`config.mk`:
```
export PLATFORM = sky130hd
export DESIGN_NAME = serializer_arbiter_flat
export DESIGN_NICKNAME = d
export VERILOG_FILES = /design/src/rtl/serializer_arbiter_if.sv /design/src/rtl/serializer_arbiter.sv /design/src/flat_wrapper.sv
export SDC_FILE = /design/constraint.sdc
export NUM_CORES = 1
export LEC_CHECK = 0
export ABC_AREA = 0
export CORE_MARGIN = 3
export CORE_UTILIZATION = 45
export DETAILED_ROUTE_END_ITERATION = 16
export GPL_ROUTABILITY_DRIVEN = 0
export PLACE_DENSITY = 0.94
export SLEW_MARGIN = 20
export SYNTH_ARGS = -nofsm -noshare
export SYNTH_HDL_FRONTEND = slang
export SYNTH_SLANG_ARGS = --single-unit
export TNS_END_PERCENT = 5
```
`constraint.sdc`:
```
create_clock -name clk -period 5.3 [get_ports clk]
set_clock_uncertainty 0.2 [all_clocks]
set_input_delay 1.325 -clock clk [delete_from_list [all_inputs] [get_ports clk]]
set_output_delay 1.325 -clock clk [all_outputs]
set_load 0.05 [all_outputs]
```
`src/rtl/serializer_arbiter_if.sv`:
```
// Bundle of request-side and serializer-side signals for serializer_arbiter.
// slave  : the arbiter's view (requests and serializer status in, grants and launch out).
// master : the environment's view (requesters plus serializer), mirror of slave.
interface serializer_arbiter_if #(
  parameter int NREQ    = 4,
  parameter int ADDRW   = 8,
  parameter int OPCODEW = 2
) ();
  localparam int GW = (NREQ > 1) ? $clog2(NREQ) : 1;

  logic [NREQ-1:0]         req_valid;
  logic [NREQ*OPCODEW-1:0] req_opcode;
  logic [NREQ*ADDRW-1:0]   req_addr;
  logic [NREQ-1:0]         req_ready;
  logic [NREQ-1:0]         done;
  logic                    done_err;
  logic                    ser_valid;
  logic [OPCODEW-1:0]      ser_opcode;
  logic [ADDRW-1:0]        ser_addr;
  logic                    ser_ready;
  logic                    ser_err;
  logic                    busy;
  logic [GW-1:0]           grant_id;

  modport slave (
    input  req_valid, req_opcode, req_addr, ser_ready, ser_err,
    output req_ready, done, done_err, ser_valid, ser_opcode, ser_addr, busy, grant_id
  );

  modport master (
    output req_valid, req_opcode, req_addr, ser_ready, ser_err,
    input  req_ready, done, done_err, ser_valid, ser_opcode, ser_addr, busy, grant_id
  );
endinterface

```
`src/rtl/serializer_arbiter.sv`:
```
// serializer_arbiter: shares one SPI response serializer between NREQ requesters.
// Round-robin grant in IDLE, launch into the serializer, track to completion,
// re-launch on serializer error up to MAX_RETRY times, then pulse done[owner].
// Optional feature: define SERARB_TIMEOUT_EN to abandon a launch that the
// serializer has not picked up within TIMEOUT_CYC cycles (reported as done_err).
module serializer_arbiter #(
  parameter int NREQ        = 4,
  parameter int ADDRW       = 8,
  parameter int OPCODEW     = 2,
  parameter int MAX_RETRY   = 3,
  parameter int TIMEOUT_CYC = 1023
) (
  input logic                 clk,
  input logic                 rst_n,
  serializer_arbiter_if.slave bus
);
  localparam int GW = (NREQ > 1) ? $clog2(NREQ) : 1;
  localparam int RW = (MAX_RETRY > 0) ? $clog2(MAX_RETRY + 1) : 1;
  localparam logic [NREQ-1:0] ONE_HOT0 = {{(NREQ-1){1'b0}}, 1'b1};

  if (NREQ < 2 || NREQ > 8 || TIMEOUT_CYC < 1) begin : g_bad_params
    $error("serializer_arbiter: NREQ must be 2..8 and TIMEOUT_CYC >= 1");
  end

  typedef enum logic [1:0] {
    ST_IDLE   = 2'd0,
    ST_LAUNCH = 2'd1,
    ST_XFER   = 2'd2
  } state_e;

  state_e              state_q;
  logic [GW-1:0]       rr_q;
  logic [GW-1:0]       grant_q;
  logic [RW-1:0]       retry_q;
  logic [NREQ-1:0]     req_ready_q;
  logic [NREQ-1:0]     done_q;
  logic                done_err_q;
  logic                ser_valid_q;
  logic                busy_q;
  logic [OPCODEW-1:0]  opcode_q;
  logic [ADDRW-1:0]    addr_q;

  logic [GW-1:0]       pick_d;
  logic                any_req_d;
  logic [OPCODEW-1:0]  pick_op_d;
  logic [ADDRW-1:0]    pick_addr_d;

`ifdef SERARB_TIMEOUT_EN
  localparam int TW = $clog2(TIMEOUT_CYC + 1);
  logic [TW-1:0]       tmo_q;
`endif

  // Round-robin pick: first requesting index strictly after the last grant, wrapping.
  always_comb begin
    int          idx_v;
    logic [GW-1:0] sel_v;
    logic        hit_v;
    idx_v     = 0;
    sel_v     = '0;
    hit_v     = 1'b0;
    pick_d    = rr_q;
    any_req_d = 1'b0;
    for (int k = 1; k <= NREQ; k++) begin
      idx_v     = int'(rr_q) + k;
      idx_v     = (idx_v >= NREQ) ? (idx_v - NREQ) : idx_v;
      sel_v     = GW'(idx_v);
      hit_v     = !any_req_d && bus.req_valid[sel_v];
      pick_d    = hit_v ? sel_v : pick_d;
      any_req_d = any_req_d | hit_v;
    end
    pick_op_d   = bus.req_opcode[int'(pick_d)*OPCODEW +: OPCODEW];
    pick_addr_d = bus.req_addr[int'(pick_d)*ADDRW +: ADDRW];
  end

  // Control FSM with all outputs registered; ser_err is only looked at on XFER completion.
  always_ff @(posedge clk or negedge rst_n) begin
    if (!rst_n) begin
      state_q     <= ST_IDLE;
      rr_q        <= GW'(NREQ - 1);
      grant_q     <= '0;
      retry_q     <= '0;
      req_ready_q <= '0;
      done_q      <= '0;
      done_err_q  <= 1'b0;
      ser_valid_q <= 1'b0;
      busy_q      <= 1'b0;
      opcode_q    <= '0;
      addr_q      <= '0;
`ifdef SERARB_TIMEOUT_EN
      tmo_q       <= '0;
`endif
    end else begin
      req_ready_q <= '0;
      done_q      <= '0;
      done_err_q  <= 1'b0;
      case (state_q)
        ST_IDLE: begin
          if (any_req_d) begin
            opcode_q    <= pick_op_d;
            addr_q      <= pick_addr_d;
            grant_q     <= pick_d;
            rr_q        <= pick_d;
            retry_q     <= '0;
            req_ready_q <= ONE_HOT0 << pick_d;
            ser_valid_q <= 1'b1;
            busy_q      <= 1'b1;
            state_q     <= ST_LAUNCH;
`ifdef SERARB_TIMEOUT_EN
            tmo_q       <= '0;
`endif
          end
        end
        ST_LAUNCH: begin
          // ready falling means the serializer has loaded the payload
          if (!bus.ser_ready) begin
            ser_valid_q <= 1'b0;
            state_q     <= ST_XFER;
          end
`ifdef SERARB_TIMEOUT_EN
          else if (tmo_q == TW'(TIMEOUT_CYC - 1)) begin
            ser_valid_q <= 1'b0;
            done_q      <= ONE_HOT0 << grant_q;
            done_err_q  <= 1'b1;
            busy_q      <= 1'b0;
            state_q     <= ST_IDLE;
          end else begin
            tmo_q       <= tmo_q + TW'(1);
          end
`endif
        end
        ST_XFER: begin
          if (bus.ser_ready) begin
            if (bus.ser_err && (retry_q < RW'(MAX_RETRY))) begin
              retry_q     <= retry_q + RW'(1);
              ser_valid_q <= 1'b1;
              state_q     <= ST_LAUNCH;
`ifdef SERARB_TIMEOUT_EN
              tmo_q       <= '0;
`endif
            end else begin
              done_q      <= ONE_HOT0 << grant_q;
              done_err_q  <= bus.ser_err;
              busy_q      <= 1'b0;
              state_q     <= ST_IDLE;
            end
          end
        end
        default: begin
          ser_valid_q <= 1'b0;
          busy_q      <= 1'b0;
          state_q     <= ST_IDLE;
        end
      endcase
    end
  end

  assign bus.req_ready  = req_ready_q;
  assign bus.done       = done_q;
  assign bus.done_err   = done_err_q;
  assign bus.ser_valid  = ser_valid_q;
  assign bus.ser_opcode = opcode_q;
  assign bus.ser_addr   = addr_q;
  assign bus.busy       = busy_q;
  assign bus.grant_id   = grant_q;
endmodule
```
`src/flat_wrapper.sv`:
```
// flat-port wrapper written by rule: the top's interface ports become plain ports
module serializer_arbiter_flat 
#(
  parameter int NREQ        = 4,
  parameter int ADDRW       = 8,
  parameter int OPCODEW     = 2,
  parameter int MAX_RETRY   = 3,
  parameter int TIMEOUT_CYC = 1023
)
  (clk, rst_n, bus_req_valid, bus_req_opcode, bus_req_addr, bus_ser_ready, bus_ser_err, bus_req_ready, bus_done, bus_done_err, bus_ser_valid, bus_ser_opcode, bus_ser_addr, bus_busy, bus_grant_id);
  serializer_arbiter_if #(.NREQ(NREQ), .ADDRW(ADDRW), .OPCODEW(OPCODEW)) bus_i ();
  input logic clk;
  input logic rst_n;
  input wire logic [$bits(bus_i.req_valid)-1:0] bus_req_valid;
  input wire logic [$bits(bus_i.req_opcode)-1:0] bus_req_opcode;
  input wire logic [$bits(bus_i.req_addr)-1:0] bus_req_addr;
  input wire logic [$bits(bus_i.ser_ready)-1:0] bus_ser_ready;
  input wire logic [$bits(bus_i.ser_err)-1:0] bus_ser_err;
  output wire logic [$bits(bus_i.req_ready)-1:0] bus_req_ready;
  output wire logic [$bits(bus_i.done)-1:0] bus_done;
  output wire logic [$bits(bus_i.done_err)-1:0] bus_done_err;
  output wire logic [$bits(bus_i.ser_valid)-1:0] bus_ser_valid;
  output wire logic [$bits(bus_i.ser_opcode)-1:0] bus_ser_opcode;
  output wire logic [$bits(bus_i.ser_addr)-1:0] bus_ser_addr;
  output wire logic [$bits(bus_i.busy)-1:0] bus_busy;
  output wire logic [$bits(bus_i.grant_id)-1:0] bus_grant_id;
  assign bus_i.req_valid = bus_req_valid;
  assign bus_i.req_opcode = bus_req_opcode;
  assign bus_i.req_addr = bus_req_addr;
  assign bus_i.ser_ready = bus_ser_ready;
  assign bus_i.ser_err = bus_ser_err;
  assign bus_req_ready = bus_i.req_ready;
  assign bus_done = bus_i.done;
  assign bus_done_err = bus_i.done_err;
  assign bus_ser_valid = bus_i.ser_valid;
  assign bus_ser_opcode = bus_i.ser_opcode;
  assign bus_ser_addr = bus_i.ser_addr;
  assign bus_busy = bus_i.busy;
  assign bus_grant_id = bus_i.grant_id;
  serializer_arbiter #(.NREQ(NREQ), .ADDRW(ADDRW), .OPCODEW(OPCODEW), .MAX_RETRY(MAX_RETRY), .TIMEOUT_CYC(TIMEOUT_CYC)) u_core (.clk(clk), .rst_n(rst_n), .bus(bus_i));
endmodule
```
Word-level counts from Yosys, hierarchy flattened
Index checks and enable logic that the tools add are counted.
- flip-flop bits (word level): 29
- bits in latches: 0
- memory bits (writable): 0
- ROM bits: 0
- bits of input ports: 48
- memories kept: 0
- $add $sub $neg: 9
- $mul: 0
- divide/modulo/power cells: 0
- $lt $le $gt $ge: 9
- equal/unequal tests: 7
- shift-type cells: 4
- muxes and demuxes: 41
- bitwise logic cells: 4
- reduce and logical (&&, ||, !) cells: 14
- operators by type and width (cell ; count):
    $shiftx 32x6->8 ; 1
    $mux 2 ; 14
    $mux 4 ; 5
    $mux 1 ; 14
    $lt 2x3->1 const B ; 4
    $reduce_and 4->1 ; 3
    $ge 3x3->1 const B ; 3
    $bmux 1 s2 ; 4
    $shiftx 8x4->2 ; 1
    $shl 1x2->4 const A ; 2
    $sub 2x1->2 const B ; 4
    $add 2x2->3 const B ; 2
    $ne 2x2->1 const B ; 3
    $pmux 1 s3 ; 2
    $pmux 2 s3 ; 1
    $add 2x3->4 const B ; 1
    $ge 4x3->1 const B ; 1
    $logic_and 1x1->1 ; 4
    $ne 2x1->1 const B ; 2
    $pmux 2 s2 ; 1
    $add 2x1->3 const B ; 1
    $logic_not 1->1 ; 3
    $or 1x1->1 ; 3
    $reduce_and 3->1 ; 1
    other kinds (8) ; 8

Logic depth before layout (Yosys ltp)
- depth after elaboration: 17
- depth in mapped cells: 6

Least setup slack after synthesis
No wires, ideal clock.
- path type: in2reg
- from: input port bus_req_valid[2]
- to: register u_core.addr_q[0] (netlist: u_core.bus.ser_addr[0])
- library setup time: 0.126 ns
- data arrival time: 2.332 ns
- required time: 4.974 ns
- slack: 2.642 ns
- cell stages on the path: 6
- cells stage by stage: or2_1 a21oi_2 nor2_2 buf_4 a211oi_1 o31ai_2
- longest elaborated chain between the ends: 12
- elaborated cells between the ends (all ways): 23
- classes of those cells: shift (1); mux (12); bitwise (3); reduce/logical (7)
- ends and longest elaborated chain (item ; line ; RTL):
    start, declared ; flat_wrapper.sv:14 ; input wire logic [$bits(bus_i.req_valid)-1:0] bus_req_valid;
    $bmux 1 s2 ; serializer_arbiter.sv:67 ; hit_v = !any_req_d && bus.req_valid[sel_v];
    $mux 1 (implied by the code) ; serializer_arbiter.sv:67 ;
    $logic_not 1->1 ; serializer_arbiter.sv:67 ;
    $logic_and 1x1->1 ; serializer_arbiter.sv:67 ;
    $or 1x1->1 ; serializer_arbiter.sv:69 ; any_req_d = any_req_d | hit_v;
    $logic_not 1->1 ; serializer_arbiter.sv:67 ;
    $logic_and 1x1->1 ; serializer_arbiter.sv:67 ;
    $or 1x1->1 ; serializer_arbiter.sv:69 ;
    $logic_not 1->1 ; serializer_arbiter.sv:67 ;
    $logic_and 1x1->1 ; serializer_arbiter.sv:67 ;
    $mux 2 or $or 1x1->1 (tied branches) ; serializer_arbiter.sv:68, serializer_arbiter.sv:69 ;
    $shiftx 32x6->8 or $reduce_and 2->1 (tied branches) ; - ;
    end signal, assigned ; serializer_arbiter.sv:100 ; addr_q <= pick_addr_d;
    end, declared ; serializer_arbiter.sv:41 ; logic [ADDRW-1:0] addr_q;
Several ways; a longest one is shown, not always the timed one. The select of a mux whose other input is x is not followed.
A chain may end at the register's enable or synchronous reset.

Worst setup path after layout
- from: input port bus_req_valid[3]
- to: register u_core.opcode_q[0] (netlist: u_core.bus.ser_opcode[0])
- longest elaborated chain between the ends: 12
- elaborated cells between the ends (all ways): 23
- classes of those cells: shift (1); mux (12); bitwise (3); reduce/logical (7)
- ends and longest elaborated chain (item ; line ; RTL):
    $bmux 1 s2 ; serializer_arbiter.sv:67 ;
    $mux 1 (implied by the code) ; serializer_arbiter.sv:67 ;
    $logic_not 1->1 ; serializer_arbiter.sv:67 ;
    $logic_and 1x1->1 ; serializer_arbiter.sv:67 ;
    $or 1x1->1 ; serializer_arbiter.sv:69 ;
    $logic_not 1->1 ; serializer_arbiter.sv:67 ;
    $logic_and 1x1->1 ; serializer_arbiter.sv:67 ;
    $or 1x1->1 ; serializer_arbiter.sv:69 ;
    $logic_not 1->1 ; serializer_arbiter.sv:67 ;
    $logic_and 1x1->1 ; serializer_arbiter.sv:67 ;
    $mux 2 or $or 1x1->1 (tied branches) ; serializer_arbiter.sv:68, serializer_arbiter.sv:69 ;
    $shiftx 8x4->2 or $reduce_and 2->1 (tied branches) ; - ;
    end signal, assigned ; serializer_arbiter.sv:99 ; opcode_q <= pick_op_d;
    end, declared ; serializer_arbiter.sv:40 ; logic [OPCODEW-1:0] opcode_q;
Several ways; a longest one is shown, not always the timed one. The select of a mux whose other input is x is not followed.

==> metrics.txt <==
Yosys top cell by area dfrtp_1; drt initial violations 50; clk_lat worst skew 290 ps; drt total wl 4.216 mm; Via Count 1,491; Initial Utilization 0.4820; most frequent cells in the layout 70 x clkdlybuf4s50_1, 27 x dfrtp_1, 21 x nand2_1; crit end category flip-flop; Num CTS Buffers 5; area of the core 0.003442 sq mm; status complete, no violations; Total Routing Usage GR 0.2117; Syn Nets 213; synthesized area per cell 10.12 sq um; die height 66.72 microns; Area after DPL 0.002349 sq mm; deepest clock path buffer count 2; nets 279; First-pass DRT Iterations 4; yosys warns 0; internal reg-to-reg setup slack 2650 ps; Async SR Flop Fraction 1.000; final setup violation count 0; Diodes inserted 0; DRC Markers 0; cell area after layout 0.002470 sq mm; Die W 66.72 microns; Final Cycle Share 0.7001; most common cell after layout, fill and taps aside clkdlybuf4s50_1; initial antenna violation count 0; setup_tns 0 ps; die area 0.004452 sq mm; I/O Buffers 70; Critical Path Sink u_core.bus.ser_opcode[0]; CTS H-tree depth 2; worst r2r dst u_core.bus.ser_opcode[0]; post-synthesis cell area 0.001659 sq mm; RSZ-0062 raised after global routing no; largest net degree at the start of global routing 32; grt ovf 0; Critical Path RT 5300 ps; root buffer cell clkbuf_8; Slew Limit Fails 0; Synth Flop Type dfrtp_1; CP startpoint bus_req_valid[3]; HPWL Detailed 3.169 mm; Max Cap Viol 0; # Post-CTS Setup Buffers 0; RR Startpoint u_core.rr_q[0]; vias in the first global route 1,448; CTS Sinks 29; Post-synth EDFFs 0; footprint of the multi-input gates 825.8 sq um; Hold WC Path Type reg2reg; Worst Path Max Fanout 22; Tmin final 3710 ps; ANT nets after route 0; first-pass GRT wire length 6.982 mm; hold buffers post-CTS 0; io pins 71; Crit Path Class in2reg; Syn Inst Count 164; IR drop worst, VDD 339.6 uV; Yosys top cell area share 0.4072; wire per inst 15.22 microns; CP Data Arrival Time 3710 ps; Startpoint Class input port; Clock transition at path regs 70 ps; Core Util, Final 0.7176; count of cell types in the netlist 39; CTS tree done; Worst Tran Pin Value 1036 ps; Reg area 728.2 sq um; Site Rows 21; Layout area overhead 48.87%; register area share after synthesis 0.4389; Slew headroom 0.3083; P per Cell Area 605.5 mW/mm^2; #FFs+latches synth 29; vias per cell 5.383; Final Hold Viols 0; post_cts resized 0; leakage power total 0.9914 nW; Filler Cell Count 247; Worst R2R Path Depth 6; share of cells above drive strength 1 0.1645; Synth area leaders dfrtp_1 41%, o21a_1 9.0%, a211oi_2 6.8%; Max Freq 269.5 MHz
==> per-stage QoR <==
| stage | hold slack (ps) | instances | total power [mW] | setup slack (ps) |
|---|---|---|---|---|
| detailed placement | 265.1 | 269 | 1.259 | 1296 |
| CTS | 279.5 | 277 | 1.502 | 1577 |
| global route | 310.5 | 277 | 1.591 | 1356 |
| global placement | 262.3 | 269 | 1.232 | 1452 |
| floorplan | 253.8 | 164 | 1.041 | 2642 |
| finish | 278.2 | 277 | 1.496 | 1590 |
==> kinds of logic (layout without fill, tap and decap cells) <==
group           after synthesis  in the layout  synth area share
xor+xnor                      1              1          0.005280
flops                        29             29            0.4389
fa+ha+maj                     1              1          0.007540
buf+inv                      19             86           0.06410
compound gates               66             66            0.3461
simple gates                 48             48            0.1380
==> layout make-up <==
cell class / count / area share
clock buffer: 6 / 0.03343
clock inverter: 2 / 0.01520
inverter: 6 / 0.009119
multi-input combinational: 116 / 0.3343
sequential: 29 / 0.2948
tap: 46 / 0.02330
timing repair buffer: 72 / 0.2898
==> how the worst min path moves through the flow <==
stage                                       from  depth (start not counted)  slack, ps                endpoint
after floorplan                u_core.retry_q[1]                          2        250       u_core.retry_q[1]
after detailed placement  u_core.bus.ser_addr[6]                          2        270  u_core.bus.ser_addr[6]
after global routing      u_core.bus.ser_addr[6]                          2        310  u_core.bus.ser_addr[6]
final                     u_core.bus.ser_addr[6]                          2        280  u_core.bus.ser_addr[6]
after CTS                 u_core.bus.ser_addr[6]                          2        280  u_core.bus.ser_addr[6]
after global placement    u_core.bus.ser_addr[6]                          2        260  u_core.bus.ser_addr[6]
==> critical path: stages <==
cell and delay [ps]:
clkdlybuf4s50_1 530, inv_2 50, o221a_2 440, nor2_2 840, a211oi_1 230, o31ai_2 280
==> synth_stat cells (all sizes together) (2+ instances only) <==
| master | count |
|---|---|
| a211oi | 20 |
| nand2 | 21 |
| dfrtp | 27 |
| nor2 | 10 |
| a21oi | 5 |
| o21a | 20 |
| o22ai | 2 |
| dfstp | 2 |
| o21ai | 5 |
| o31ai | 10 |
| inv | 6 |
| clkbuf | 2 |
| or2 | 2 |
| buf | 11 |
| nand2b | 3 |
| nor3 | 4 |
==> metal layers <==
metal / up-vias / routed length (microns) / track usage
met5: - / 0 / 0
met3: 10 / 252 / 0.05565
li1: 725 / - / -
met4: 0 / 96 / 0.08629
met1: 705 / 1804 / 0.2733
met2: 51 / 2062 / 0.3342
==> flip-flops by register name, indices dropped and copies added, names as in the netlist, 2 cells and up <==
signal	cells
u_core.bus.done	4
u_core.bus.grant_id	2
u_core.bus.req_ready	4
u_core.bus.ser_addr	8
u_core.bus.ser_opcode	2
u_core.retry_q	2
u_core.rr_q	2
u_core.state_q	2
==> where the power goes <==
| part | switching [mW] | internal [mW] |
|---|---|---|
| combinational | 0.555 | 0.317 |
| sequential | 0.0682 | 0.314 |
| clock | 0.0885 | 0.153 |
| total | 0.712 | 0.784 |
No activity file was read; power rests on OpenSTA's default activity.
